===== src/rtl/urv_wb_stage.sv =====
// Writeback stage: holds one retiring instruction, formats load data and
// stalls the pipe until a pending load returns its data.
module urv_wb_stage (
   input  logic        clk_i,
   input  logic        rst_i,

   input  logic        x_valid_i,
   input  logic [4:0]  x_rd_i,
   input  logic        x_rd_write_i,
   input  logic [1:0]  x_rd_source_i,
   input  logic [31:0] x_rd_value_i,
   input  logic [2:0]  x_fun_i,
   input  logic [1:0]  x_dm_addr_i,

   input  logic [31:0] dm_data_l_i,
   input  logic        dm_load_done_i,
   input  logic [31:0] mul_result_i,

   output logic        w_stall_o,
   output logic [4:0]  w_rd_o,
   output logic [31:0] w_rd_value_o,
   output logic        w_rd_store_o,
   output logic        w_bypass_rd_write_o,
   output logic [31:0] w_bypass_rd_value_o,
   output logic        w_load_hazard_o
);

   localparam logic [1:0] SRC_ALU  = 2'd0;
   localparam logic [1:0] SRC_LOAD = 2'd1;
   localparam logic [1:0] SRC_MUL  = 2'd2;

   typedef enum logic {
      IDLE,
      WAIT_LOAD
   } state_t;

   state_t      state_q, state_d;

   logic        valid_q;
   logic [4:0]  rd_q;
   logic        rd_write_q;
   logic [1:0]  source_q;
   logic [31:0] value_q;
   logic [2:0]  fun_q;
   logic [1:0]  addr_q;

   logic        is_load;
   logic        stall;
   logic [7:0]  load_byte;
   logic [15:0] load_half;
   logic [31:0] load_value;

   assign is_load = valid_q && (source_q == SRC_LOAD);
   assign stall   = is_load && !dm_load_done_i;

   // The reserved source encoding is folded to ALU at capture so every
   // downstream decode only ever sees three legal values.
   // NOTE: sequential state uses non-blocking assignments so all flops
   // sample the pre-edge values regardless of statement order.
   always_ff @(posedge clk_i) begin
      if (rst_i) begin
         state_q    <= IDLE;
         valid_q    <= 1'b0;
         rd_q       <= '0;
         rd_write_q <= 1'b0;
         source_q   <= SRC_ALU;
         value_q    <= '0;
         fun_q      <= '0;
         addr_q     <= '0;
      end else begin
         state_q <= state_d;
         if (!stall) begin
            valid_q <= x_valid_i;
            if (x_valid_i) begin
               rd_q       <= x_rd_i;
               rd_write_q <= x_rd_write_i;
               source_q   <= (x_rd_source_i == 2'd3) ? SRC_ALU : x_rd_source_i;
               value_q    <= x_rd_value_i;
               fun_q      <= x_fun_i;
               addr_q     <= x_dm_addr_i;
            end
         end
      end
   end

   // NOTE: state_d gets a default before the case so no path leaves it
   // unassigned, which would otherwise infer a latch.
   always_comb begin
      state_d = state_q;
      case (state_q)
         IDLE:      if (stall)          state_d = WAIT_LOAD;
         WAIT_LOAD: if (dm_load_done_i) state_d = IDLE;
         default:                       state_d = IDLE;
      endcase
   end

   always_comb begin
      load_byte = dm_data_l_i[7:0];
      case (addr_q)
         2'd0:    load_byte = dm_data_l_i[7:0];
         2'd1:    load_byte = dm_data_l_i[15:8];
         2'd2:    load_byte = dm_data_l_i[23:16];
         default: load_byte = dm_data_l_i[31:24];
      endcase
      load_half = addr_q[1] ? dm_data_l_i[31:16] : dm_data_l_i[15:0];

      load_value = dm_data_l_i;
      case (fun_q)
         3'b000:  load_value = {{24{load_byte[7]}}, load_byte};
         3'b100:  load_value = {24'h0, load_byte};
         3'b001:  load_value = {{16{load_half[15]}}, load_half};
         3'b101:  load_value = {16'h0, load_half};
         default: load_value = dm_data_l_i;
      endcase
   end

   always_comb begin
      w_rd_value_o = value_q;
      case (source_q)
         SRC_LOAD: w_rd_value_o = load_value;
         SRC_MUL:  w_rd_value_o = mul_result_i;
         default:  w_rd_value_o = value_q;
      endcase
   end

   assign w_stall_o           = stall;
   assign w_rd_o              = rd_q;
   assign w_rd_store_o        = valid_q && rd_write_q &&
                                ((source_q != SRC_LOAD) || dm_load_done_i);
   assign w_bypass_rd_write_o = valid_q && rd_write_q && (source_q == SRC_ALU);
   assign w_bypass_rd_value_o = value_q;
   assign w_load_hazard_o     = valid_q && rd_write_q && (source_q == SRC_LOAD);

endmodule

===== config.mk =====
export PLATFORM = sky130hd
export DESIGN_NAME = urv_wb_stage
export DESIGN_NICKNAME = d
export VERILOG_FILES = /design/src/rtl/urv_wb_stage.sv
export SDC_FILE = /design/constraint.sdc
export NUM_CORES = 1
export LEC_CHECK = 0
export BUFFER_PORTS_ARGS = -buffer_cell sky130_fd_sc_hd__buf_4
export CORE_MARGIN = 2
export CORE_UTILIZATION = 35
export CTS_CLUSTER_SIZE = 16
export DETAILED_ROUTE_END_ITERATION = 16
export PLACE_DENSITY = 0.8
export SLEW_MARGIN = 0
export SYNTH_ARGS = -nofsm -noshare
export SYNTH_HDL_FRONTEND = slang
export SYNTH_SLANG_ARGS = --single-unit
export TNS_END_PERCENT = 5

===== constraint.sdc =====
create_clock -name clk_i -period 2 [get_ports clk_i]
set_input_delay 0.4 -clock clk_i [delete_from_list [all_inputs] [get_ports clk_i]]
set_output_delay 0.4 -clock clk_i [all_outputs]
set_load 0.01 [all_outputs]

==> impl_metrics.yaml, run 1 <==
yosys:
  syn_avg_cell_area_um2: 6.68
  syn_nets: 563
  yosysSeqAreaShare_pct: 30.8
  syn_inst: 447
  yosysUniqueCellTypes: 40
  ys_warn_count: 0
  syn-cell-area_um2: 2990
  ys_seq_elements: 46
power_and_ir_drop:
  leakagePower_nw: 2.15
  power_density_nw_per_um2: 523
  peakVddDrop_mv: 0.331
floorplan:
  start_util_pct: 36.2
  die_area_um2: 9290
  fp.dieH_um: 96.4
  io_pins: 186
  core_um2: 8260
  die_w_um: 96.4
  rows: 33
clock_network:
  numCtsBuffers: 5
  htree_levels: 2
  clk_path_buf_depth: 2
  cts-root-buf: "clkbuf_8"
  cts_sinks: 46
  clkSlewWorstSetupHoldPaths_ns: 0.09
  clk_latency_ns: 0.30
  cts_hold_buf: 0
  cts_tree: "built"
place:
  gp_congestion: 0.936
  placed_cells: 718
  dp_hpwl_um: 9090
  io_buffers: 185
drt:
  post-route-drc-count: 0
  wl_per_cell_um: 16.6
  firstDrtPassIters: 5
  viasPerCell: 5.37
  routed_wl_um: 12100
  ant_nets: 0
  drt_iter0_drc: 260
  num_vias: 3921
sta:
  finalSetupTns_ns: -5.09
  timing.fmax_mhz: 450
  finalHoldViolations: 0
  drv_slew: 0
  setup_ws_ns: -0.223
  relSlewSlack_pct: 66.0
  tightest_slew_ns: 0.510
  skew_ns: 0.00765
  layout_min_cycle_time_ns: 2.22
  rsz0062_at_grt: "true"
  period_share_pct: 111
  setup_viol: 32
  whs_ns: 0.333
critical_path:
  reg2reg_slack_ns: 0.26
  crit_fanout: 8
  r2r_cells: 8
  reg2reg_to: "addr_q[0]"
  required_ns: 1.60
  cp-end-kind: "output port"
  worstSetupPathType: "reg -> out"
  setup.worst_path.start_class: "flip-flop"
  crit_arrival_ns: 1.82
  r2r_start: "source_q[1]"
min_path:
  hold_depth: 3
  hold_class: "in -> reg"
  whs_endpoint: "valid_q"
  min_from: "x_valid_i"
run:
  max_cap_viol_count: 0
grt:
  grt.overflow.total: 0
  grt.total_usage_pct: 24.4
  grt_pass1_wl_um: 17700
  grt_pass1_vias: 3595
  antenna_found_initial: 0
  grt_max_degree: 47
cells_and_area:
  nets: 740
  multi_input_area_um2: 2010
  final_cell_count_no_fill: 730
  fillers: 809
  syn_to_final_growth_pct: 61.9
  antennaDiodeCount: 0
  final-seq-area_um2: 935
  layout_common_cells: "198 x buf_4, 151 x nand2_1, 51 x a21oi_1"
  drive_gt1_share_pct: 41.1
  final_common_cell: "buf_4"
outcome:
  violations: "setup timing"
  outcome: "complete, but fails checks"
[per-layer routing]
layer | global-route usage, % | vias up | wire (um)
met1 | 30.2 | 1833 | 4900
met3 | 4.11 | 23 | 841
met4 | 6.34 | 0 | 210
met2 | 43.6 | 160 | 6180
li1 | - | 1905 | -
met5 | 0 | - | 0
[kinds of logic after synthesis]
group	after synthesis	share of synthesized area, %
fa+ha+maj	3	1.26
flops	46	30.8
buf+inv	48	7.45
simple gates	214	30.5
compound gates	128	27.1
mux	8	2.85
[cell usage after synthesis]
cell type	instances	share of area, %
nand2_1	154	19
a21oi_1	52	8.7
dfxtp_1	46	31
o21ai_0	21	3.5
nand3_1	19	3.2
buf_2	16	2.7
o22a_1	16	4.7
o22ai_1	15	3.1
clkbuf_1	14	1.8
nor2_1	11	1.4
nand2b_1	10	2.1
inv_1	9	1.1
or3_1	8	1.7
o311a_1	6	2.0
buf_1	5	0.63
mux2i_1	4	1.3
o2bb2ai_1	4	1.2
a22o_1	3	0.88
buf_6	3	1.1
ha_1	3	1.3
mux2_2	3	1.1
a311oi_1	2	0.59
and3_1	2	0.42
and3b_1	2	0.59
nand3b_1	2	0.50
nor2b_1	2	0.42
o21ai_1	2	0.34
a211o_1	1	0.29
a211oi_1	1	0.25
a221o_1	1	0.34
a41oi_1	1	0.29
and2_1	1	0.21
inv_2	1	0.13
mux2_1	1	0.38
nor2b_2	1	0.29
nor3_1	1	0.17
o2111a_2	1	0.42
o21bai_1	1	0.25
o31ai_1	1	0.25
or2_1	1	0.21
[per-stage QoR]
| step | area (um^2) | util (%) | power, mW | worst slack (ns) |
|---|---|---|---|---|
| floorplan | 2990 | - | 1.40 | 0.0563 |
| global placement | 4530 | 54.8 | 1.86 | -0.00176 |
| detailed placement | 4530 | 54.8 | 1.88 | -0.0808 |
| CTS | 4740 | 57.4 | 2.52 | -0.227 |
| global route | 4840 | 58.6 | 2.67 | -0.284 |
| finish | 4840 | 58.6 | 2.53 | -0.223 |
[registers in the layout (all words and copies together), names as in the netlist]
register and flops:
w_rd_o 5, source_q 2, w_bypass_rd_value_o 32, addr_q 2, rd_write_q 1, valid_q 1, fun_q 3
[critical path, stage by stage, from the launching register on]
cell	delay (ns)
dfxtp_4	0.41
mux2i_4	0.28
o22ai_4	0.12
o2111a_2	0.35
o22a_1	0.23
buf_6	0.13
[worst max path at each step]
stage / start / end / slack [ns]
finish: addr_q[0] / w_rd_value_o[16] / -0.22
global placement: dm_data_l_i[31] / w_rd_value_o[30] / -0.002
detailed placement: dm_data_l_i[31] / w_rd_value_o[16] / -0.08
CTS: addr_q[0] / w_rd_value_o[3] / -0.23
global route: fun_q[0] / w_rd_value_o[16] / -0.28
floorplan: source_q[0] / w_rd_value_o[2] / 0.06
[power breakdown]
part	internal [mW]	total, mW	switching (mW)
registers	0.965	1.02	0.0505
clock network	0.278	0.605	0.326
logic	0.482	0.907	0.425
total	1.73	2.53	0.802
[cell type report]
cell class,instances,area share [%]
Tap cell,105,2.72
Multi-Input combinational cell,354,41.5
Inverter,10,0.828
Timing Repair Buffer,207,33.6
Clock inverter,2,0.259
Clock buffer,6,1.71
Sequential cell,46,19.3
[what timing repair did]
| item | 4_1_cts | 5_1_grt |
|---|---|---|
| endpoints found under the setup margin | 32 | 32 |
| resized for setup | 33 | 27 |
| setup buffers | 2 | 1 |
| gates cloned | 1 | 0 |
| pin swaps | 26 | 3 |
Power figures use the tool's default switching activity.
==> run 2: changes to the inputs <==
--- a/config.mk
+++ b/config.mk
@@ -8,9 +8,11 @@
 export BUFFER_PORTS_ARGS = -buffer_cell sky130_fd_sc_hd__buf_4
 export CORE_MARGIN = 2
 export CORE_UTILIZATION = 35
+export CTS_CLUSTER_DIAMETER = 80
 export CTS_CLUSTER_SIZE = 16
 export DETAILED_ROUTE_END_ITERATION = 16
 export PLACE_DENSITY = 0.8
+export SETUP_SLACK_MARGIN = 0.3
 export SLEW_MARGIN = 0
 export SYNTH_ARGS = -nofsm -noshare
 export SYNTH_HDL_FRONTEND = slang
==> impl_metrics.yaml, run 2 (synthesis results as in run 1) <==
clock_network:
  cts_sinks: 46
  htree_levels: 2
  numCtsBuffers: 5
  clk_latency_ns: 0.31
  cts-root-buf: "clkbuf_8"
  clk_path_buf_depth: 2
  cts_tree: "built"
  cts_hold_buf: 0
  clkSlewWorstSetupHoldPaths_ns: 0.10
cells_and_area:
  nets: 740
  final_common_cell: "buf_4"
  final-seq-area_um2: 932
  largest_register_ff_count: 32
  antennaDiodeCount: 0
  layout_common_cells: "186 x buf_4, 151 x nand2_1, 45 x a21oi_1"
  design_area_um2: 4970
  drive_gt1_share_pct: 41.9
  multi_input_area_um2: 2050
  fillers: 771
  syn_to_final_growth_pct: 66.2
min_path:
  hold_class: "in -> reg"
  hold_depth: 3
  min_from: "x_dm_addr_i[0]"
  whs_endpoint: "addr_q[0]"
outcome:
  outcome: "complete, but fails checks"
  violations: "setup timing"
drt:
  routed_wl_um: 12300
  viasPerCell: 5.45
  drt_iter0_drc: 214
  ant_nets: 0
  num_vias: 3978
  wl_per_cell_um: 16.8
  post-route-drc-count: 0
  firstDrtPassIters: 5
power_and_ir_drop:
  leakagePower_nw: 2.20
  peakVddDrop_mv: 0.436
  total_power_mw: 2.70
  power_density_nw_per_um2: 543
critical_path:
  path_cells: "inv_2, mux2i_1, a41oi_2, buf_6, o21ai_1, buf_4"
  required_ns: 1.60
  crit_fanout: 9
  setup.worst_path.start_class: "flip-flop"
  reg2reg_to: "source_q[0]"
  max_stage_delay_ns: 0.38
  critical_path.startpoint: "addr_q[1]"
  r2r_start: "source_q[0]"
  cp-end-kind: "output port"
  crit_arrival_ns: 1.86
  critical-path-slowest-cell: "dfxtp_4"
  r2r_cells: 8
  worstSetupPathType: "reg -> out"
  reg2reg_slack_ns: 0.28
grt:
  grt_max_degree: 47
  grt.total_usage_pct: 25.1
  grt_pass1_vias: 3672
  grt_use_met1_pct: 31.7
  grt.overflow.total: 0
  grt_pass1_wl_um: 18100
  gr-usage-met2_pct: 43.8
  antenna_found_initial: 0
  grt.busiest_layer: "met2"
  gr-usage-met3_pct: 5.04
place:
  gp_congestion: 0.887
  dpl-instance-area_um2: 4530
  io_buffers: 185
  dp_hpwl_um: 8960
floorplan:
  fp.dieH_um: 96.4
  start_util_pct: 36.2
  io_pins: 186
  rows: 33
  die_area_um2: 9290
  die_w_um: 96.4
  core_um2: 8260
sta:
  setup_ws_ns: -0.256
  finalHoldViolations: 0
  setup_viol: 32
  rsz0062_at_grt: "true"
  skew_ns: 0.00673
  period_share_pct: 113
  tightest_slew_ns: 0.501
  layout_min_cycle_time_ns: 2.26
  timing.fmax_mhz: 443
  relSlewSlack_pct: 66.6
  drv_slew: 0
run:
  max_cap_viol_count: 0
==> run 2: cell type report <==
cell class              instances  area share, %
repair buffers                207           34.2
inverters                      10          0.756
clock buffers                   5           1.39
well taps                     105           2.64
flip-flops and latches         46           18.8
multi-input cells             354           41.3
clock inverters                 3          0.957
==> run 2: timing repair <==
item | CTS | global route
pin swaps | 12 | 6
endpoints found under the setup margin | 80 | 80
buffers inserted | 4 | 0
gates cloned | 2 | 0
resized for setup | 57 | 18
==> run 2: routing by layer <==
metal  share of wire [%]  routed length (um)  vias to the layer above
met5                   0                   0                        -
met4                 1.5                 186                        0
met3                 7.6                 936                       17
met2                  50                6160                      169
met1                  41                4970                     1888
li1                    -                   -                     1904
==> run 2: power by group <==
part | leakage [nW] | switching [mW] | internal (mW)
sequential | 0.382 | 0.0498 | 0.966
combinational | 1.76 | 0.435 | 0.508
clock | 0.0591 | 0.356 | 0.382
==> run 2: worst max-delay path by stage <==
stage,to,slack [ns],cells after the start
final,w_rd_value_o[8],-0.26,6
after global routing,w_rd_value_o[9],-0.32,6
after CTS,w_rd_value_o[22],-0.23,5
after detailed placement,w_rd_value_o[12],-0.01,8
after global placement,w_rd_value_o[8],0.03,7
after floorplan,w_rd_value_o[16],0.25,6
==> run 2: stage by stage <==
| step | hold WS [ns] | setup slack, ns | TNS, ns | util (%) | instances |
|---|---|---|---|---|---|
| CTS | 0.318 | -0.230 | -5.63 | 59.2 | 730 |
| global route | 0.320 | -0.316 | -8.27 | 60.2 | 730 |
| detailed placement | 0.450 | -0.0113 | -0.0113 | 54.8 | 716 |
| global placement | 0.444 | 0.0343 | 0 | 54.8 | 716 |
| finish | 0.323 | -0.256 | -5.94 | 60.2 | 730 |
| floorplan | 0.436 | 0.252 | 0 | - | 447 |
==> run 2: worst max-delay path: cells and delay by family (launching register included) <==
kind	cells	cell delay, ns
buffers and inverters	3	0.47
flip-flops	1	0.38
multiplexers	1	0.35
AO/OA/AOI/OAI	2	0.35
==> run 3: changes to the inputs <==
==> constraint.sdc (replaced) <==
create_clock -name clk_i -period 1.8 [get_ports clk_i]
set_input_delay 0.36 -clock clk_i [delete_from_list [all_inputs] [get_ports clk_i]]
set_output_delay 0.36 -clock clk_i [all_outputs]
set_load 0.01 [all_outputs]
==> impl_metrics.yaml, run 3 (synthesis results as in run 1) <==
drt:
  drt_iter0_drc: 272
  viasPerCell: 5.29
  num_vias: 3909
  ant_nets: 0
  post-route-drc-count: 0
  firstDrtPassIters: 5
  routed_wl_um: 12200
  wl_per_cell_um: 16.4
floorplan:
  fp.dieH_um: 96.4
  die_area_um2: 9290
  die_w_um: 96.4
  start_util_pct: 36.2
  io_pins: 186
  rows: 33
  core_um2: 8260
grt:
  grt.total_usage_pct: 25.0
  grt_pass1_wl_um: 18000
  grt_pass1_vias: 3648
  antenna_found_initial: 0
  grt.overflow.total: 0
  grt_max_degree: 47
clock_network:
  cts_hold_buf: 0
  cts_tree: "built"
  clk_path_buf_depth: 2
  clkSlewWorstSetupHoldPaths_ns: 0.10
  numCtsBuffers: 5
  cts_sinks: 46
  clk_latency_ns: 0.31
  htree_levels: 2
  cts-root-buf: "clkbuf_8"
critical_path:
  crit_fanout: 16
  r2r_cells: 8
  crit_arrival_ns: 1.86
  setup.worst_path.start_class: "flip-flop"
  cp-end-kind: "output port"
  r2r_start: "source_q[1]"
  required_ns: 1.44
  reg2reg_slack_ns: 0.13
  reg2reg_to: "addr_q[0]"
  worstSetupPathType: "reg -> out"
cells_and_area:
  largest_register_ff_count: 32
  layout_common_cells: "198 x buf_4, 153 x nand2_1, 48 x a21oi_1"
  nets: 749
  final_common_cell: "buf_4"
  syn_to_final_growth_pct: 66.2
  fillers: 779
  antennaDiodeCount: 0
  drive_gt1_share_pct: 41.6
outcome:
  violations: "setup timing"
  outcome: "complete, but fails checks"
power_and_ir_drop:
  total_power_mw: 3.15
  peakVddDrop_mv: 0.432
  power_frac_comb_pct: 33.0
  power.internal_mw: 2.23
  p_sw_uw: 917
  pwr-share-clk_pct: 31.1
  netSwitchingFraction_pct: 29.2
  power_density_nw_per_um2: 633
  p_seq_share_pct: 35.9
  leakagePower_nw: 2.23
sta:
  setup_ws_ns: -0.415
  timing.fmax_mhz: 451
  period_share_pct: 123
  tightest_slew_ns: 0.523
  skew_ns: 0.00966
  drv_slew: 0
  finalSetupTns_ns: -10.90
  layout_min_cycle_time_ns: 2.22
  relSlewSlack_pct: 65.1
  finalHoldViolations: 0
  rsz0062_at_grt: "true"
  setup_viol: 33
place:
  gp_congestion: 0.867
  dp_hpwl_um: 9130
  io_buffers: 185
min_path:
  min_from: "x_rd_value_i[17]"
  hold_class: "in -> reg"
  whs_endpoint: "w_bypass_rd_value_o[17]"
  hold_depth: 3
run:
  max_cap_viol_count: 0
## run 3: cell count changes in the layout (fill, tap and decap cells not counted), sizes merged
cell	delta
buf	+11
inv	-2
bufbuf	-1
bufinv	+1
clkbuf	+1
o2111a	-1
## run 3: what timing repair did
action | 4_1_cts | 5_1_grt
pin swaps | 7 | 4
hold endpoints to repair | 0 | 0
setup endpoints to repair | 81 | 81
buffers inserted | 1 | 3
resized for setup | 45 | 13
## run 3: critical path, cell delays in order (launching register included)
cell and delay [ns]:
dfxtp_4 0.41, mux2i_2 0.26, o22ai_2 0.11, o2111a_2 0.28
buf_12 0.15, o22a_1 0.21, buf_6 0.13
## run 3: layout make-up
type	instances	area, um^2	area share (%)
inverters	10	37.5	0.756
repair buffers	217	1750	35.3
flip-flops and latches	46	930	18.7
clock inverters	2	60.1	1.21
well taps	105	131	2.64
multi-input cells	353	1970	39.7
clock buffers	6	82.6	1.66
## run 3: through the flow
stage / setup WS (ns) / instances / hold WS [ns] / area [um^2] / util, %
6_report: -0.415 / 739 / 0.283 / 4970 / 60.2
5_1_grt: -0.456 / 739 / 0.287 / 4970 / 60.2
4_1_cts: -0.406 / 736 / 0.277 / 4920 / 59.6
3_5_place_dp: -0.172 / 727 / 0.448 / 4620 / 56.0
3_3_place_gp: -0.0871 / 727 / 0.444 / 4620 / 56.0
2_1_floorplan: 0.0915 / 447 / 0.436 / 3040 / -
## run 3: per-layer routing
| layer | GRT usage (%) | vias up | part of all wire (%) |
|---|---|---|---|
| met1 | 30.7 | 1811 | 40 |
| met3 | 5.97 | 22 | 8.0 |
| li1 | - | 1908 | - |
| met2 | 44.5 | 168 | 51 |
| met4 | 5.05 | 0 | 1.5 |
| met5 | 0 | - | 0 |
## run 3: worst max-delay path by stage
stage / startpoint / end / slack (ns) / cells past startpoint
6_report: addr_q[0] / w_rd_value_o[30] / -0.42 / 6
5_1_grt: addr_q[0] / w_rd_value_o[30] / -0.46 / 6
4_1_cts: addr_q[0] / w_rd_value_o[30] / -0.41 / 6
3_5_place_dp: dm_data_l_i[15] / w_rd_value_o[30] / -0.17 / 6
3_3_place_gp: dm_data_l_i[31] / w_rd_value_o[30] / -0.09 / 6
2_1_floorplan: addr_q[0] / w_rd_value_o[16] / 0.09 / 6
## run 3: power groups by stage
stage          combinational, mW  sequential (mW)  clock, mW
6_report                    1.04             1.13      0.980
5_1_grt                     1.12             1.14       1.04
4_1_cts                     1.02             1.13      0.997
3_5_place_dp               0.963             1.15          0
3_3_place_gp               0.945             1.15          0
2_1_floorplan              0.419             1.16          0
